File: src/rtl/bch_pkg.sv
// Shared BCH(15,7) t=2 constants, GF(2^4) tables and arithmetic, and the decoder state encoding.
package bch_pkg;

  localparam int N = 15;
  localparam int K = 7;
  localparam logic [8:0] GEN_POLY  = 9'h1D1;
  localparam logic [4:0] PRIM_POLY = 5'b10011;

  typedef logic [3:0] gf16_t;

  // ALPHA_POW[i] = a^i; GF_INV[x] = x^-1 (entry 0 is a don't-care, never selected)
  localparam logic [14:0][3:0] ALPHA_POW = {
    4'h9, 4'hD, 4'hF, 4'hE, 4'h7, 4'hA, 4'h5, 4'hB,
    4'hC, 4'h6, 4'h3, 4'h8, 4'h4, 4'h2, 4'h1
  };
  localparam logic [15:0][3:0] GF_INV = {
    4'h8, 4'h3, 4'h4, 4'hA, 4'h5, 4'hC, 4'h2, 4'hF,
    4'h6, 4'h7, 4'hB, 4'hD, 4'hE, 4'h9, 4'h1, 4'h0
  };

  typedef enum logic [2:0] {IDLE, SYND, SOLVE, CHIEN, OUT} dec_state_t;

  function automatic gf16_t gf16_mul(input gf16_t a, input gf16_t b);
    logic [6:0] p;
    p = '0;
    for (int i = 0; i < 4; i++)
      if (b[i]) p = p ^ (7'(a) << i);
    for (int i = 6; i >= 4; i--)
      if (p[i]) p = p ^ (7'(PRIM_POLY) << (i - 4));
    return p[3:0];
  endfunction

endpackage

File: src/rtl/bch15_7_decoder_gf16_mul.sv
// Combinational GF(2^4) multiplier, zero latency, no flow control.
module bch_gf16_mul
  import bch_pkg::*;
(
  input  logic [3:0] a,
  input  logic [3:0] b,
  output logic [3:0] p
);

  assign p = gf16_mul(a, b);

endmodule

File: src/rtl/bch15_7_decoder.sv
// BCH(15,7) t=2 serial decoder: syndromes, Peterson solve, Chien search; one word in flight, 31-cycle latency,
// result held until out_ready. Optional saturating statistics counters under BCH_DEC_STATS_EN.
module bch15_7_decoder
  import bch_pkg::*;
#(
  parameter bit PASS_UNCORR = 1'b1
`ifdef BCH_DEC_STATS_EN
  , parameter int STAT_W = 16
`endif
) (
  input  logic           clk,
  input  logic           rstn,
  input  logic           in_valid,
  output logic           in_ready,
  input  logic [N-1:0]   in_code,
  output logic           out_valid,
  input  logic           out_ready,
  output logic [N-1:0]   out_code,
  output logic [K-1:0]   out_data,
  output logic [1:0]     out_nerr,
  output logic           out_uncorr
`ifdef BCH_DEC_STATS_EN
  , output logic [STAT_W-1:0] stat_corr
  , output logic [STAT_W-1:0] stat_uncorr
`endif
);

  dec_state_t state, state_nx;

  logic [N-1:0] raw, code, code_nx;
  logic [3:0]   cnt;
  gf16_t        s1, s3, t1, t2;
  gf16_t        s1_sq, s1_cube, sig2_c, t1_nx, t2_nx;
  logic [1:0]   deg, roots, roots_nx;
  logic         fail, hit, unc;

  bch_gf16_mul u_sq   (.a(s1),           .b(s1),         .p(s1_sq));
  bch_gf16_mul u_cube (.a(s1_sq),        .b(s1),         .p(s1_cube));
  bch_gf16_mul u_sig2 (.a(s3 ^ s1_cube), .b(GF_INV[s1]), .p(sig2_c));
  bch_gf16_mul u_t1   (.a(t1),           .b(ALPHA_POW[14]), .p(t1_nx));
  bch_gf16_mul u_t2   (.a(t2),           .b(ALPHA_POW[13]), .p(t2_nx));

  always_ff @(posedge clk or negedge rstn) begin
    if (!rstn) state <= IDLE;
    else       state <= state_nx;
  end

  always_comb begin
    state_nx = state;
    case (state)
      IDLE:    if (in_valid)     state_nx = SYND;
      SYND:    if (cnt == 4'd0)  state_nx = SOLVE;
      SOLVE:                     state_nx = CHIEN;
      CHIEN:   if (cnt == 4'd14) state_nx = OUT;
      OUT:     if (out_ready)    state_nx = IDLE;
      default:                   state_nx = IDLE;
    endcase
  end

  always_comb begin
    in_ready  = (state == IDLE);
    out_valid = (state == OUT);
  end

  // Locator evaluated at a^-i: 1 + sig1*a^-i + sig2*a^-2i, with t1/t2 stepped each cycle
  always_comb begin
    hit      = ((4'h1 ^ t1 ^ t2) == 4'h0);
    code_nx  = hit ? (code ^ (15'h1 << cnt)) : code;
    roots_nx = roots + {1'b0, hit};
    unc      = fail || (roots_nx != deg);
  end

  always_ff @(posedge clk or negedge rstn) begin
    if (!rstn) begin
      raw        <= '0;
      code       <= '0;
      cnt        <= '0;
      s1         <= '0;
      s3         <= '0;
      t1         <= '0;
      t2         <= '0;
      deg        <= '0;
      roots      <= '0;
      fail       <= 1'b0;
      out_code   <= '0;
      out_nerr   <= '0;
      out_uncorr <= 1'b0;
    end else begin
      case (state)
        IDLE: if (in_valid) begin
          raw  <= in_code;
          code <= in_code;
          s1   <= '0;
          s3   <= '0;
          cnt  <= 4'd14;
        end
        SYND: begin
          s1  <= gf16_mul(s1, ALPHA_POW[1]) ^ {3'b0, raw[cnt]};
          s3  <= gf16_mul(s3, ALPHA_POW[3]) ^ {3'b0, raw[cnt]};
          cnt <= cnt - 4'd1;
        end
        SOLVE: begin
          cnt   <= '0;
          roots <= '0;
          fail  <= (s1 == 4'h0) && (s3 != 4'h0);
          if (s1 == 4'h0) begin
            deg <= 2'd0;
            t1  <= '0;
            t2  <= '0;
          end else if (s3 == s1_cube) begin
            deg <= 2'd1;
            t1  <= s1;
            t2  <= '0;
          end else begin
            deg <= 2'd2;
            t1  <= s1;
            t2  <= sig2_c;
          end
        end
        CHIEN: begin
          code  <= code_nx;
          roots <= roots_nx;
          t1    <= t1_nx;
          t2    <= t2_nx;
          cnt   <= cnt + 4'd1;
          if (cnt == 4'd14) begin
            out_uncorr <= unc;
            out_nerr   <= unc ? 2'd0 : roots_nx;
            out_code   <= unc ? (PASS_UNCORR ? raw : '0) : code_nx;
          end
        end
        default: ;
      endcase
    end
  end

  assign out_data = out_code[N-1:N-K];

`ifdef BCH_DEC_STATS_EN
  always_ff @(posedge clk or negedge rstn) begin
    if (!rstn) begin
      stat_corr   <= '0;
      stat_uncorr <= '0;
    end else if (out_valid && out_ready) begin
      if ((out_nerr != 2'd0) && (stat_corr != '1))  stat_corr   <= stat_corr + 1'b1;
      if (out_uncorr && (stat_uncorr != '1))         stat_uncorr <= stat_uncorr + 1'b1;
    end
  end
`endif

endmodule
File: config.mk
export PLATFORM = sky130hd
export DESIGN_NAME = bch15_7_decoder
export DESIGN_NICKNAME = d
export VERILOG_FILES = /design/src/rtl/bch_pkg.sv /design/src/rtl/bch15_7_decoder_gf16_mul.sv /design/src/rtl/bch15_7_decoder.sv
export SDC_FILE = /design/constraint.sdc
export NUM_CORES = 1
export LEC_CHECK = 0
export ABC_AREA = 0
export CORE_ASPECT_RATIO = 0.5
export CORE_MARGIN = 1
export CORE_UTILIZATION = 40
export CTS_CLUSTER_DIAMETER = 150
export CTS_CLUSTER_SIZE = 10
export DETAILED_ROUTE_END_ITERATION = 8
export DONT_BUFFER_PORTS = 1
export SLEW_MARGIN = 20
export SYNTH_ARGS = -nofsm -noshare
export SYNTH_HDL_FRONTEND = slang
export SYNTH_SLANG_ARGS = --single-unit
File: constraint.sdc
create_clock -name clk -period 3.2 [get_ports clk]
set_input_delay 0.32 -clock clk [delete_from_list [all_inputs] [get_ports clk]]
set_output_delay 0.32 -clock clk [all_outputs]
set_load 0.005 [all_outputs]
**After elaboration in Yosys (flattened, before gate mapping)**

Memories as Yosys holds them, arrays and structs flattened.
Cells that the tools add are included.

- Word-level logic and storage cells: 155
- Input bits: 19
- Memory bits (read-only): 64
- Memories kept: 1
- Bits in registers: 76

- Shifts and indexed selects: 1
- Add/subtract/negate cells: 3
- Magnitude comparators: 2
- Equality and inequality tests: 11
- Muxes and demuxes: 67
- Bitwise operators: 39
- Reduce and logical (&&, ||, !) cells: 17

Memory list:

| name | depth | width | rd ports | clocked after memory_dff | write ports | RTL line | text |
|---|---|---|---|---|---|---|---|
| (name not given) | 16 | 4 | 1 | 0 | 0 | bch15_7_decoder.sv:39 | `bch_gf16_mul u_sig2 (.a(s3 ^ s1_cube), .b(GF_INV[s1]), .p(sig2_c));` |

Operator list:

| operator | number |
|---|---|
| $mux 7 | 11 |
| $mux 4 | 18 |
| $mux 15 | 3 |
| $not 2->2 | 21 |
| $mux 3 | 11 |
| $pmux 4 s2 | 4 |
| $pmux 15 s2 | 1 |
| $xor 7x6->7 | 3 |
| $xor 7x7->7 | 3 |
| $mux 2 | 10 |
| $pmux 4 s4 | 1 |
| $pmux 3 s5 | 1 |
| $shl 1x4->15 const A | 1 |
| $xor 15x15->15 | 1 |
| $xor 7x5->7 | 2 |
| $logic_not 4->1 | 3 |
| $mux 6 | 2 |
| $lt 4x5->1 const B | 2 |
| $mux 5 | 2 |
| $reduce_and 2->1 | 5 |
| $reduce_bool 4->1 | 2 |
| $xor 4x1->4 | 2 |
| $xor 4x4->4 | 2 |
| $xor 4x7->7 | 1 |
| 23 further kinds | 28 |

**Depth between registers and ports, before layout**

- Depth in word-level cells: 43
- Depth in mapped cells: 13
- Mapped depth without buffers: 11

**Hierarchy**

A second synthesis with hierarchy kept.

- Cells, all modules: 674
- Area, all modules: 5,823.1 um^2

Modules (own cells, without submodules):

| module | instances | cells each | area an instance (um^2) | sequential area each (um^2) |
|---|---|---|---|---|
| bch15_7_decoder | 1 | 484 | 4,509.3 | 1,901.8 |
| bch_gf16_mul | 5 | 38 | 262.8 | 0.0 |

**Least setup slack after synthesis**

OpenSTA, ideal clock, no wires.

- Path kind: reg-to-reg
- Start point: register s1[2]
- End point: register t2[1]
- Stages on the path, launching flop included: 14
- Setup slack: 0.212 ns
- Data required time: 3.117 ns
- Period minus slack after synthesis: 2.988 ns
- Library setup time: 0.083 ns
- Path buffers: 2
- Arrival: 2.905 ns
- Cell sequence: dfrtp_1 > buf_2 > clkbuf_1 > inv_1 > ha_1 > nand2b_1 > o221ai_1 > xnor2_1 > nor3_1 > nor3_2 > xnor2_1 > xnor2_1 > xor3_1 > o22ai_1

- Longest elaborated chain between the ends: 36
- Elaborated cells on any way between the ends: 46
- Classes of those cells: eq/ne: 1; mux: 25; bitwise: 18; reduce/logical: 1; memory: 1

Ends and longest elaborated chain:

| item | RTL line | text |
|---|---|---|
| start, declared | bch15_7_decoder.sv:32 | `gf16_t s1, s3, t1, t2;` |
| start signal, assigned | bch15_7_decoder.sv:98 | `s1 <= gf16_mul(s1, ALPHA_POW[1]) ^ {3'b0, raw[cnt]};` |
| $mux 7 | bch_pkg.sv:27 | `if (b[i]) p = p ^ (7'(a) << i);` |
| $xor 7x7->7 | bch_pkg.sv:27 |  |
| $mux 7 | bch_pkg.sv:27 |  |
| $mux 4 | bch_pkg.sv:29 | `if (p[i]) p = p ^ (7'(PRIM_POLY) << (i - 4));` |
| $not 2->2 (no source line) | -- |  |
| $mux 3 | bch_pkg.sv:29 |  |
| $not 2->2 (no source line) | -- |  |
| $mux 2 | bch_pkg.sv:29 |  |
| (+20 left out) | -- |  |
| $mux 4 | bch_pkg.sv:29 |  |
| $not 2->2 (no source line) | -- |  |
| $mux 3 | bch_pkg.sv:29 |  |
| $not 2->2 (no source line) | -- |  |
| $mux 2 | bch_pkg.sv:29 |  |
| $mux 4 | bch15_7_decoder.sv:110 | `end else if (s3 == s1_cube) begin` |
| $mux 4 (*) | bch15_7_decoder.sv:106 | `if (s1 == 4'h0) begin` |
| $pmux 4 s2 (*) | bch15_7_decoder.sv:89 | `case (state)` |
| end signal, assigned | bch15_7_decoder.sv:117 | `t2 <= sig2_c;` |
| end signal, assigned | bch15_7_decoder.sv:124 | `t2 <= t2_nx;` |
| end, declared | bch15_7_decoder.sv:32 |  |

Mark *: on every way between the ends. The rest lies on a longest branch, timed or not. The select of a mux whose other input is x is not followed.
A chain may end at the register's enable or synchronous reset.

**Worst setup path after layout**

- Start point: register s1[0]
- End point: register t2[1]

- Longest elaborated chain between the ends: 40
- Elaborated cells on any way between the ends: 46
- Classes of those cells: eq/ne: 1; mux: 25; bitwise: 18; reduce/logical: 1; memory: 1

Ends and longest elaborated chain:

| item | RTL line |
|---|---|
| $mux 4 | bch_pkg.sv:27 |
| $xor 7x5->7 | bch_pkg.sv:27 |
| $mux 7 | bch_pkg.sv:27 |
| $xor 7x6->7 | bch_pkg.sv:27 |
| $mux 7 | bch_pkg.sv:27 |
| $xor 7x7->7 | bch_pkg.sv:27 |
| $mux 7 | bch_pkg.sv:27 |
| $mux 4 | bch_pkg.sv:29 |
| (+24 left out) | -- |
| $mux 4 | bch_pkg.sv:29 |
| $not 2->2 (no source line) | -- |
| $mux 3 | bch_pkg.sv:29 |
| $not 2->2 (no source line) | -- |
| $mux 2 | bch_pkg.sv:29 |
| $mux 4 | bch15_7_decoder.sv:110 |
| $mux 4 (*) | bch15_7_decoder.sv:106 |
| $pmux 4 s2 (*) | bch15_7_decoder.sv:89 |

Marks and branches as above.

==> results_dict.tcl <==
set metrics [dict create \
    start_kind "flip-flop" \
    ios 46 \
    first_pass_iters 4 \
    synthFlopType "dfrtp_1" \
    clockRootBuffer "clkbuf_16" \
    min_period_ps 2997 \
    synthXorXnorAreaFrac_pct 9.959 \
    drv_slew 0 \
    slew_headroom_pct 53.90 \
    synth_seq_cells 76 \
    postPlaceCellArea_um2 5114 \
    multi_input_area_um2 2793 \
    setup_viol 0 \
    cts.sinks 76 \
    avgRoutedWirePerCell_um 15.20 \
    crit_type "reg2reg" \
    async_flop_share_pct 100.0 \
    fin_area_um2 5483 \
    critPathRequiredTime_ps 3460 \
    grt_antenna_before_repair 0 \
    status "completed" \
    cp_data_arrival_time_ps 3260 \
    drt_iter0_drc 247 \
    core.rowCount 28 \
    drive_gt1_share_pct 10.75 \
    synth_fa_ha_area_share_pct 4.156 \
    synth-simple-area-share_pct 21.16 \
    ys_warn_count 0 \
    ys_types 64 \
    vias 3786 \
    crit_path_end_kind "flip-flop" \
    port_buffers 0 \
    core-area_um2 11910 \
    postRouteAntennaNets 0 \
    hpwl_um 7892 \
    drc 0 \
    holdPathEnd "state[2]$_DFFE_PN0P_" \
    die_w_um 159.1 \
    whs_path_depth 1 \
    seq_area_um2 1904 \
    place_inst 724 \
    start_util_pct 41.45 \
    cp_cell_sequence "ha_1 > maj3_1 > xnor2_1 > a21oi_1 > xnor2_2 > nor2_1 > xnor2_1 > xnor2_2 > xor3_1 > o22ai_1" \
    routed_wl_um 11280 \
    clkLatencyLatePin_ps 340 \
    layout_common_cells "nand2_1, dfrtp_1, nor2_1, o21ai_0, xnor2_1" \
    min_path_type "in2reg" \
    grt.overflow.total 0 \
    syn_inst 578 \
    diodes 0 \
    synth.area.mux_share_pct 6.665 \
    syn_nets 612 \
    hold_start "out_ready" \
    fin_tns_setup_ps 0 \
    grt_pass1_vias 3691 \
    die_area_um2 12820 \
    slowest_delay_ps 470 \
    whs_ps 100.2 \
    gp_congestion 0.8769 \
    syn_to_final_growth_pct 11.05 \
    final_common_cell "nand2_1" \
    critPathSlowestCell "dfrtp_2" \
    syn_avg_cell_area_um2 8.542 \
    r2r_end "t2[1]$_DFFE_PN0N_" \
    grt_pass1_wl_um 18970 \
    seq_area_frac_synth_pct 38.52 \
    hold_viol 0 \
    fin_skew_ps 4.249 \
    fin_nets 606 \
    ff2ff_setup_slack_ps 200 \
    cts_tree "done" \
    grt_use_total_pct 18.90 \
    post_cts_buffers 0 \
    max-cap-violations 0 \
    fillCellCount 1199 \
    synth_compound_area_share_pct 14.37 \
    layout.cells.non_filler 742 \
    htreeDepth 3 \
    finalCritPeriodShare_pct 93.66 \
    syn_area_um2 4937 \
    synth-edff-count 0 \
    reg2reg_from "s1[0]$_DFFE_PN0P_" \
    grt_max_degree 77 \
    rsz0062_at_grt "no" \
    max_freq_mhz 333.7 \
    die_y_um 80.56 \
    clock_path_buffers 2 \
    ff2ff_path_depth 10 \
    cts_buffers 9 \
    viasPerCell 5.102 \
    worst-path-max-fanout 9 \
    clk_pin_slew_worst_paths_ps 60 \
    worst_pin_slew_ps 691.4 \
    synth_top_family_by_area "simple AND/OR/NAND/NOR gates" \
]
## layer usage
layer | wire (um) | part of all wire (%) | global-route usage [%]
met3 | 344 | 3.0 | 4.029
met2 | 5205 | 46 | 30.70
met4 | 114 | 1.0 | 5.769
met5 | 0 | 0 | 0
met1 | 5618 | 50 | 25.37
## critical path, delay by kind of cell (launching register included)
kind | cells | cell delay (ps)
XOR/XNOR | 5 | 1370
adder cells (fa/ha/maj) | 2 | 710
AND/OR/NAND/NOR | 1 | 110
AO/OA/AOI/OAI | 2 | 260
flip-flops | 1 | 470
## synthesized netlist by cell type (3+ instances only)
master,number,area [um2]
inv_1,13,48.80
o21a_1,3,22.52
nand2b_1,7,43.79
clkbuf_1,26,97.59
o21ai_1,3,15.01
buf_4,8,60.06
mux4_2,5,112.6
and2_1,4,25.02
nor2b_1,10,62.56
xnor2_1,37,324.1
buf_2,4,20.02
a21o_1,3,22.52
a31oi_1,12,75.07
nand2_1,134,503.0
ha_1,14,175.2
mux2i_1,16,160.2
o31ai_1,7,52.55
or3_1,4,25.02
nor2_1,48,180.2
xor2_1,12,105.1
o221ai_1,3,26.28
o21ai_0,44,220.2
nor3_1,7,35.03
o22ai_1,4,25.02
dfrtp_1,76,1902
a21oi_1,16,80.08
nand3_1,13,65.06
## how the worst max path moves through the flow
| stage | to | start |
|---|---|---|
| after floorplan | t2[1]$_DFFE_PN0N_ | s1[2]$_DFFE_PN0P_ |
| after global placement | t2[3]$_DFFE_PN0N_ | s1[1]$_DFFE_PN0P_ |
| after detailed placement | t2[3]$_DFFE_PN0N_ | s1[1]$_DFFE_PN0P_ |
| after CTS | t2[3]$_DFFE_PN0N_ | s1[1]$_DFFE_PN0P_ |
| after global routing | t2[1]$_DFFE_PN0N_ | s1[1]$_DFFE_PN0P_ |
| final | t2[1]$_DFFE_PN0N_ | s1[0]$_DFFE_PN0P_ |
## kinds of logic (layout without fill, tap and decap cells)
family | after synthesis | count (layout)
adders and majority gates | 16 | 16
DFF | 76 | 76
buffers and inverters | 56 | 55
and+or+nand+nor | 241 | 241
xor gates and xnor gates | 52 | 52
muxes | 24 | 24
AOI/OAI and AO/OA | 113 | 113
## flip-flops by register name, indices dropped and copies added (netlist names), 3 cells and up
| name | cells |
|---|---|
| t1 | 4 |
| state | 3 |
| cnt | 4 |
| code | 15 |
| raw | 15 |
| s1 | 4 |
| t2 | 4 |
| out_code | 15 |
| s3 | 4 |
## through the flow
stage,setup slack [ps],utilization [%]
2_1_floorplan,212.4,-
3_3_place_gp,255.1,42.93
4_1_cts,192.7,45.90
3_5_place_dp,197.9,42.93
5_1_grt,4.784,46.03
6_report,203.0,46.03
## what timing repair did
item | 4_1_cts | 5_1_grt
hold buffers | 2 | 0
endpoints found under the setup margin | 0 | 4
endpoints found under the hold margin | 76 | 0
resized for setup | 0 | 5
## final cells by class
class / instances / share of cell area (%)
clock buffers: 9 / 4.108
clock inverters: 7 / 1.666
inverters: 14 / 0.9585
multi-input cells: 446 / 50.94
flip-flops and latches: 76 / 34.73
well taps: 165 / 3.765
repair buffers: 25 / 3.834
Power is not shown: default switching activity piles up to over one toggle a cycle in this logic, so the estimate is an artifact.
